[config.mk]
export PLATFORM = sky130hd
export DESIGN_NAME = button_conditioner
export DESIGN_NICKNAME = d
export VERILOG_FILES = /design/src/rtl/button_conditioner.sv
export SDC_FILE = /design/constraint.sdc
export NUM_CORES = 1
export LEC_CHECK = 0
export ABC_AREA = 0
export ABC_CLOCK_PERIOD_IN_PS = 19400
export CAP_MARGIN = 25
export CELL_PAD_IN_SITES_DETAIL_PLACEMENT = 1
export CELL_PAD_IN_SITES_GLOBAL_PLACEMENT = 1
export CORE_MARGIN = 2
export CORE_UTILIZATION = 55
export CTS_BUF_LIST = sky130_fd_sc_hd__clkbuf_4
export DETAILED_ROUTE_END_ITERATION = 10
export PLACE_DENSITY_LB_ADDON = 0.1
export SLEW_MARGIN = 10
export SYNTH_ARGS = -nofsm -noshare
export SYNTH_HDL_FRONTEND = slang
export SYNTH_SLANG_ARGS = --single-unit
[constraint.sdc]
create_clock -name clk -period 19.4 [get_ports clk]
set_input_delay 3.88 -clock clk [delete_from_list [all_inputs] [get_ports clk]]
set_output_delay 3.88 -clock clk [all_outputs]
set_load 0.05 [all_outputs]
[src/rtl/button_conditioner.sv]
// button_conditioner: front-end input stage for the UI controller.
// Synchronises and debounces five pushbuttons and eight switches, then issues
// mutually exclusive one-cycle press pulses (enter > up > down > left > right).
// Optional feature macro: BTN_AUTOREPEAT_EN (auto-repeat on up/down while held).
module button_conditioner #(
  parameter int unsigned DEBOUNCE_CYCLES = 270000,
  parameter int unsigned CNT_W           = 19,
  parameter bit          ACTIVE_LOW      = 1'b1,
  parameter int unsigned REPEAT_DELAY    = 13500000,
  parameter int unsigned REPEAT_PERIOD   = 2700000
) (
  input  logic       clk,
  input  logic       reset,
  input  logic       btn_enter_raw,
  input  logic       btn_up_raw,
  input  logic       btn_down_raw,
  input  logic       btn_left_raw,
  input  logic       btn_right_raw,
  input  logic [7:0] switch_raw,
  output logic       enter,
  output logic       up,
  output logic       down,
  output logic       left,
  output logic       right,
  output logic [4:0] held,
  output logic [7:0] switches,
  output logic       switch_changed
);

  // Input vector order: {enter, up, down, left, right, switch[7:0]}
  localparam int unsigned NumIn = 13;
  localparam logic [CNT_W-1:0] CntMax = CNT_W'(DEBOUNCE_CYCLES - 1);

  if ((64'd1 << CNT_W) <= 64'(DEBOUNCE_CYCLES) || DEBOUNCE_CYCLES == 0 ||
      REPEAT_DELAY == 0 || REPEAT_PERIOD == 0) begin : g_bad_params
    $error("button_conditioner: invalid parameter set");
  end

  logic [NumIn-1:0] w_raw;
  logic [NumIn-1:0] r_sync1, r_sync2;
  logic [NumIn-1:0] r_stable, r_stable_d;
  logic [NumIn-1:0] w_flip, w_stable_nxt;
  logic [CNT_W-1:0] r_cnt [NumIn];
  logic [4:0]       w_rise, w_inject, w_cand, w_win;
  logic [4:0]       r_pulse, r_pending;

  // Polarity flip is a constant inverter, so all sync flops reset to 0 = released.
  assign w_raw = {btn_enter_raw, btn_up_raw, btn_down_raw, btn_left_raw, btn_right_raw,
                  switch_raw} ^ {{5{ACTIVE_LOW}}, 8'h00};

  // Two-flop synchroniser for every input.
  always_ff @(posedge clk or posedge reset) begin
    if (reset) begin
      r_sync1 <= '0;
      r_sync2 <= '0;
    end else begin
      r_sync1 <= w_raw;
      r_sync2 <= r_sync1;
    end
  end

  // Stable value flips once the synced input has differed for DEBOUNCE_CYCLES cycles.
  always_comb begin
    w_flip = '0;
    for (int i = 0; i < NumIn; i++) begin
      w_flip[i] = (r_sync2[i] != r_stable[i]) && (r_cnt[i] == CntMax);
    end
  end

  assign w_stable_nxt = r_stable ^ w_flip;

  // Per-input debounce counters and stable values.
  always_ff @(posedge clk or posedge reset) begin
    if (reset) begin
      for (int i = 0; i < NumIn; i++) begin
        r_cnt[i] <= '0;
      end
      r_stable   <= '0;
      r_stable_d <= '0;
    end else begin
      for (int i = 0; i < NumIn; i++) begin
        if (r_sync2[i] == r_stable[i] || w_flip[i]) begin
          r_cnt[i] <= '0;
        end else begin
          r_cnt[i] <= r_cnt[i] + CNT_W'(1);
        end
      end
      r_stable   <= w_stable_nxt;
      r_stable_d <= r_stable;
    end
  end

  assign w_rise = r_stable[12:8] & ~r_stable_d[12:8];

`ifdef BTN_AUTOREPEAT_EN
  localparam int unsigned RptMax = (REPEAT_DELAY > REPEAT_PERIOD) ? REPEAT_DELAY : REPEAT_PERIOD;
  localparam int unsigned HoldW  = $clog2(RptMax + 1);

  typedef enum logic [1:0] {StIdle, StHoldWait, StRepeat} rpt_state_e;

  // Index 0 = down (button bit 2), index 1 = up (button bit 3).
  rpt_state_e       r_rpt_state [2];
  logic [HoldW-1:0] r_hold_cnt  [2];
  logic [1:0]       r_inject;

  // Hold/repeat FSM for up and down; release is taken from the next stable value so
  // no repeat fires on the cycle the button is seen released.
  always_ff @(posedge clk or posedge reset) begin
    if (reset) begin
      for (int b = 0; b < 2; b++) begin
        r_rpt_state[b] <= StIdle;
        r_hold_cnt[b]  <= '0;
      end
      r_inject <= '0;
    end else begin
      for (int b = 0; b < 2; b++) begin
        r_inject[b] <= 1'b0;
        unique case (r_rpt_state[b])
          StIdle: begin
            if (w_rise[2+b]) begin
              r_rpt_state[b] <= StHoldWait;
              r_hold_cnt[b]  <= HoldW'(1);
            end
          end
          StHoldWait: begin
            if (!w_stable_nxt[10+b]) begin
              r_rpt_state[b] <= StIdle;
              r_hold_cnt[b]  <= '0;
            end else if (r_hold_cnt[b] == HoldW'(REPEAT_DELAY - 1)) begin
              r_rpt_state[b] <= StRepeat;
              r_hold_cnt[b]  <= '0;
              r_inject[b]    <= 1'b1;
            end else begin
              r_hold_cnt[b] <= r_hold_cnt[b] + HoldW'(1);
            end
          end
          StRepeat: begin
            if (!w_stable_nxt[10+b]) begin
              r_rpt_state[b] <= StIdle;
              r_hold_cnt[b]  <= '0;
            end else if (r_hold_cnt[b] == HoldW'(REPEAT_PERIOD - 1)) begin
              r_hold_cnt[b] <= '0;
              r_inject[b]   <= 1'b1;
            end else begin
              r_hold_cnt[b] <= r_hold_cnt[b] + HoldW'(1);
            end
          end
          default: begin
            r_rpt_state[b] <= StIdle;
            r_hold_cnt[b]  <= '0;
          end
        endcase
      end
    end
  end

  assign w_inject = {1'b0, r_inject, 2'b00};
`else
  assign w_inject = '0;
`endif

  // Highest set bit wins; enter is bit 4.
  always_comb begin
    w_cand = r_pending | w_rise | w_inject;
    w_win  = '0;
    for (int i = 0; i < 5; i++) begin
      if (w_cand[i]) begin
        w_win    = '0;
        w_win[i] = 1'b1;
      end
    end
  end

  // Registered pulse for the winner; losers wait in pending.
  always_ff @(posedge clk or posedge reset) begin
    if (reset) begin
      r_pulse   <= '0;
      r_pending <= '0;
    end else begin
      r_pulse   <= w_win;
      r_pending <= w_cand & ~w_win;
    end
  end

  assign {enter, up, down, left, right} = r_pulse;
  assign held           = r_stable[12:8];
  assign switches       = r_stable[7:0];
  assign switch_changed = (r_stable[7:0] != r_stable_d[7:0]);

endmodule
# Yosys cells after proc, flatten, opt, wreduce, memory -nomap -nowiden
# Cells that the tools add are included.
# word_totals
register_bits	309
in_bits	15
output_inout_bits	19
# op_classes
addsub	13
eq_ne	40
n_mux	18
bitwise_logic	7
reduce_logical	26
# ops
operator	count
$add 19x1->19 const B	13
$eq 19x19->1 const B	13
$mux 19	13
$mux 5	4
$not 5->5	3
$eq 1x1->1	13
$logic_and 1x1->1	13
$logic_or 1x1->1	13
$ne 1x1->1	13
$xor 13x13->13	1
$and 5x5->5	2
$ne 8x8->1	1
$or 5x5->5	1
$mux 1	1

# Longest topological paths before layout
# logic_depth
depth_word	10
ltp_mapped	7
mapped_depth_nobuf	5

# Worst setup path before layout
# OpenSTA, ideal clock, no wires.
# synth_path
kind	reg2out
start	register (tool-made name)
end	output switch_changed
arrival_ps	1419
setup_slack_ps	14101
path_stages_with_launch	4
n_path_buf	0
cell_sequence	dfrtp_1 > xor2_1 > nor4_1 > nand2_1
# synth_rtl
item	line_no	text
end, declared	27	output logic switch_changed

==> reports/metrics.yaml <==
run_status: "finished clean"
fin_tns_setup_ns: 0
clk_latency_ns: 0.72
postCtsSetupRepairBufs: 0
gr-total-overflow: 0
die_w_um: 167
crit_fanout: 5
drive_above_1_share_pct: 11.7
worst_ep_required_time_ns: 15.52
drcViolationCount: 0
power_mw: 1.28
synth_area_mm2: 0.0145
post_synth.cell_area_avg_um2: 10.3
peakVddDrop_uv: 49.4
wirelength_um: 33700
initial_core_util_pct: 56.0
hold_violations: 0
area_growth_pct: 11.9
dieArea_mm2: 0.0278
critPathTopFamily: "buffers and inverters"
place_area_mm2: 0.0152
final_cell_area_mm2: 0.0163
fmax_ghz: 0.156
rsz0062_at_grt: "no"
fillerInstances: 2918
cts_buffer_depth: 3
nNetsFinal: 1537
grt_antenna_before_repair: 1
vias: 10985
core_area_mm2: 0.0260
core.rowCount: 59
finClkSkew_ns: 0.0501
fin_crit_ns: 6.41
io_buffers: 33
yosys.area.top_type_share_pct: 53.0
worst_slew_pin_slew_ns: 1.03
slew_headroom_pct: 30.8
clkTransAtPathRegs_ns: 0.07
yosysTopAreaCell: "dfrtp_1"
cp_num_buf_inv: 1
viasPerCell: 5.76
worst_path_max_delay_cell: "clkdlybuf4s50_1"
slowest_delay_ns: 0.83
synth_ff_type: "dfrtp_1"
h-tree-depth: 3
cts_buffers: 82
cts_hold_buffers: 0
ant_nets: 0
final_max_slew_viol_count: 0
die_h_um: 167
powerDensity_mw_per_mm2: 78.5
wire_per_inst_um: 17.7
place_congestion: 0.770
fin_crit_sh_pct: 33.0
p_leak_nw: 6.86
fin_cells: 1906
cts-root-buf: "clkbuf_4"
track_usage_pct: 25.1
grt_pass1_vias: 11927
io-pin-count: 34
synthCells: 1414
ys_seq_elements: 308
clock_sinks: 308
finalSetupViolCount: 0
cp.arrival_ns: 2.53
synth_fp_nets: 1442
cts_tree: "built"
cts_resized: 0
worstSetupEndpointType: "primary output"
worstPathCellList: "xor2_1, nor4_1, nand2_1, clkdlybuf4s50_1"
yosysWarnings: 0
dpl.hpwl_um: 21700
drt_pass1_iterations: 5
async_flop_share_pct: 100
synth-seq-area-share_pct: 53.0
dr.first_iter.drc_count: 599
setup.worst_path.class: "reg2out"
grt_pass1_wl_um: 58400
synth_edf_count: 0
synth.top_cells.by_area: "dfrtp_1, xnor2_1, nor2_1"
dp_cells: 1757
grt_max_degree: 159
synthDistinctLibCells: 51
hold_path.class: "reg2reg"
critPathLaunchType: "register"
drv_cap: 0
metal layers:
layer | wire, um | global-route usage [%] | share of wire [%]
met1 | 14600 | 31.9 | 43
met2 | 17300 | 43.8 | 51
met3 | 879 | 3.80 | 2.6
met5 | 0 | 0 | 0
met4 | 862 | 9.52 | 2.6
synthesized netlist by cell type (20+ instances only):
library cell    n
xor2_1         83
o21ai_0        26
nor3_1         33
nand3_1        70
nor4_1         58
and3_1         22
nand2_1        69
inv_1          48
and4_1         20
nor2_1        255
xnor2_1       120
nand4_1        78
a21oi_1        38
dfrtp_1       308
or3_1          29
area by class of cell:
type | count | area (um2) | area share (%)
Timing Repair Buffer | 42 | 439 | 2.70
Clock inverter | 27 | 141 | 0.869
Inverter | 48 | 188 | 1.15
Tap cell | 335 | 419 | 2.58
Clock buffer | 118 | 886 | 5.45
Multi-Input combinational cell | 1027 | 6480 | 39.8
Antenna cell | 1 | 2.50 | 0.0154
Sequential cell | 308 | 7710 | 47.4
logic make-up (layout without fill, tap and decap cells):
group / Yosys count / after routing / synth area share [%]
xor gates and xnor gates: 203 / 203 / 12.2
and+or+nand+nor: 701 / 701 / 25.2
AOI/OAI and AO/OA: 92 / 92 / 4.60
muxes: 18 / 18 / 1.38
other: 0 / 1 / 0
adders and majority gates: 13 / 13 / 1.12
DFF: 308 / 308 / 53.0
buffers and inverters: 79 / 235 / 2.41
placed cells by master (no fill, tap or decap), types with 8 or more instances in the layout:
cell	synthesis	layout
dfrtp_1	308	308
nor2_1	255	255
xnor2_1	120	120
clkbuf_4	0	118
xor2_1	83	83
nand4_1	78	78
nand3_1	70	70
nand2_1	69	69
nor4_1	58	58
inv_1	48	47
a21oi_1	38	38
nor3_1	33	33
clkdlybuf4s50_1	0	33
or3_1	29	29
o21ai_0	26	26
and3_1	22	22
and4_1	20	20
clkinv_1	0	17
ha_1	13	13
or4_1	12	12
mux2_2	12	12
nor4b_1	10	10
and2_1	8	8
o31ai_1	8	8
state kept, by name, summed over array words and instances, names as in the netlist, named ones only:
register	cells
r_pulse	5
r_cnt	247
r_pending	4
r_sync1	13
r_sync2	13
r_stable_d	13
power breakdown:
group	total (mW)	internal, mW	switching [mW]
Combinational	0.0412	0.0129	0.0283
Clock	0.575	0.294	0.281
Sequential	0.660	0.651	0.00907
path summary, 6_finish.rpt:
| path | startpoint | end | slack [ns] | cells after the start |
|---|---|---|---|---|
| max | register | switch_changed | 12.99 | 4 |
| min | r_sync1[8] | r_sync2[8] | 0.34 | 0 |
| max reg2reg | r_cnt[103] | r_cnt[106] | 17.09 | 4 |
| min reg2reg | r_sync1[8] | r_sync2[8] | 0.34 | 0 |
| max in group asynchronous | reset | r_cnt[216] | 14.42 | 3 |
| min in group asynchronous | reset | r_stable_d[12] | 3.66 | 2 |
through the flow:
step	worst slack (ns)	hold WS, ns	utilization, %
global route	12.88	0.358	62.6
detailed placement	13.32	0.336	58.4
CTS	12.87	0.348	62.4
finish	12.99	0.342	62.6
floorplan	7.00	0.331	-
global placement	13.36	0.333	58.4
Power figures use the tool's default switching activity.
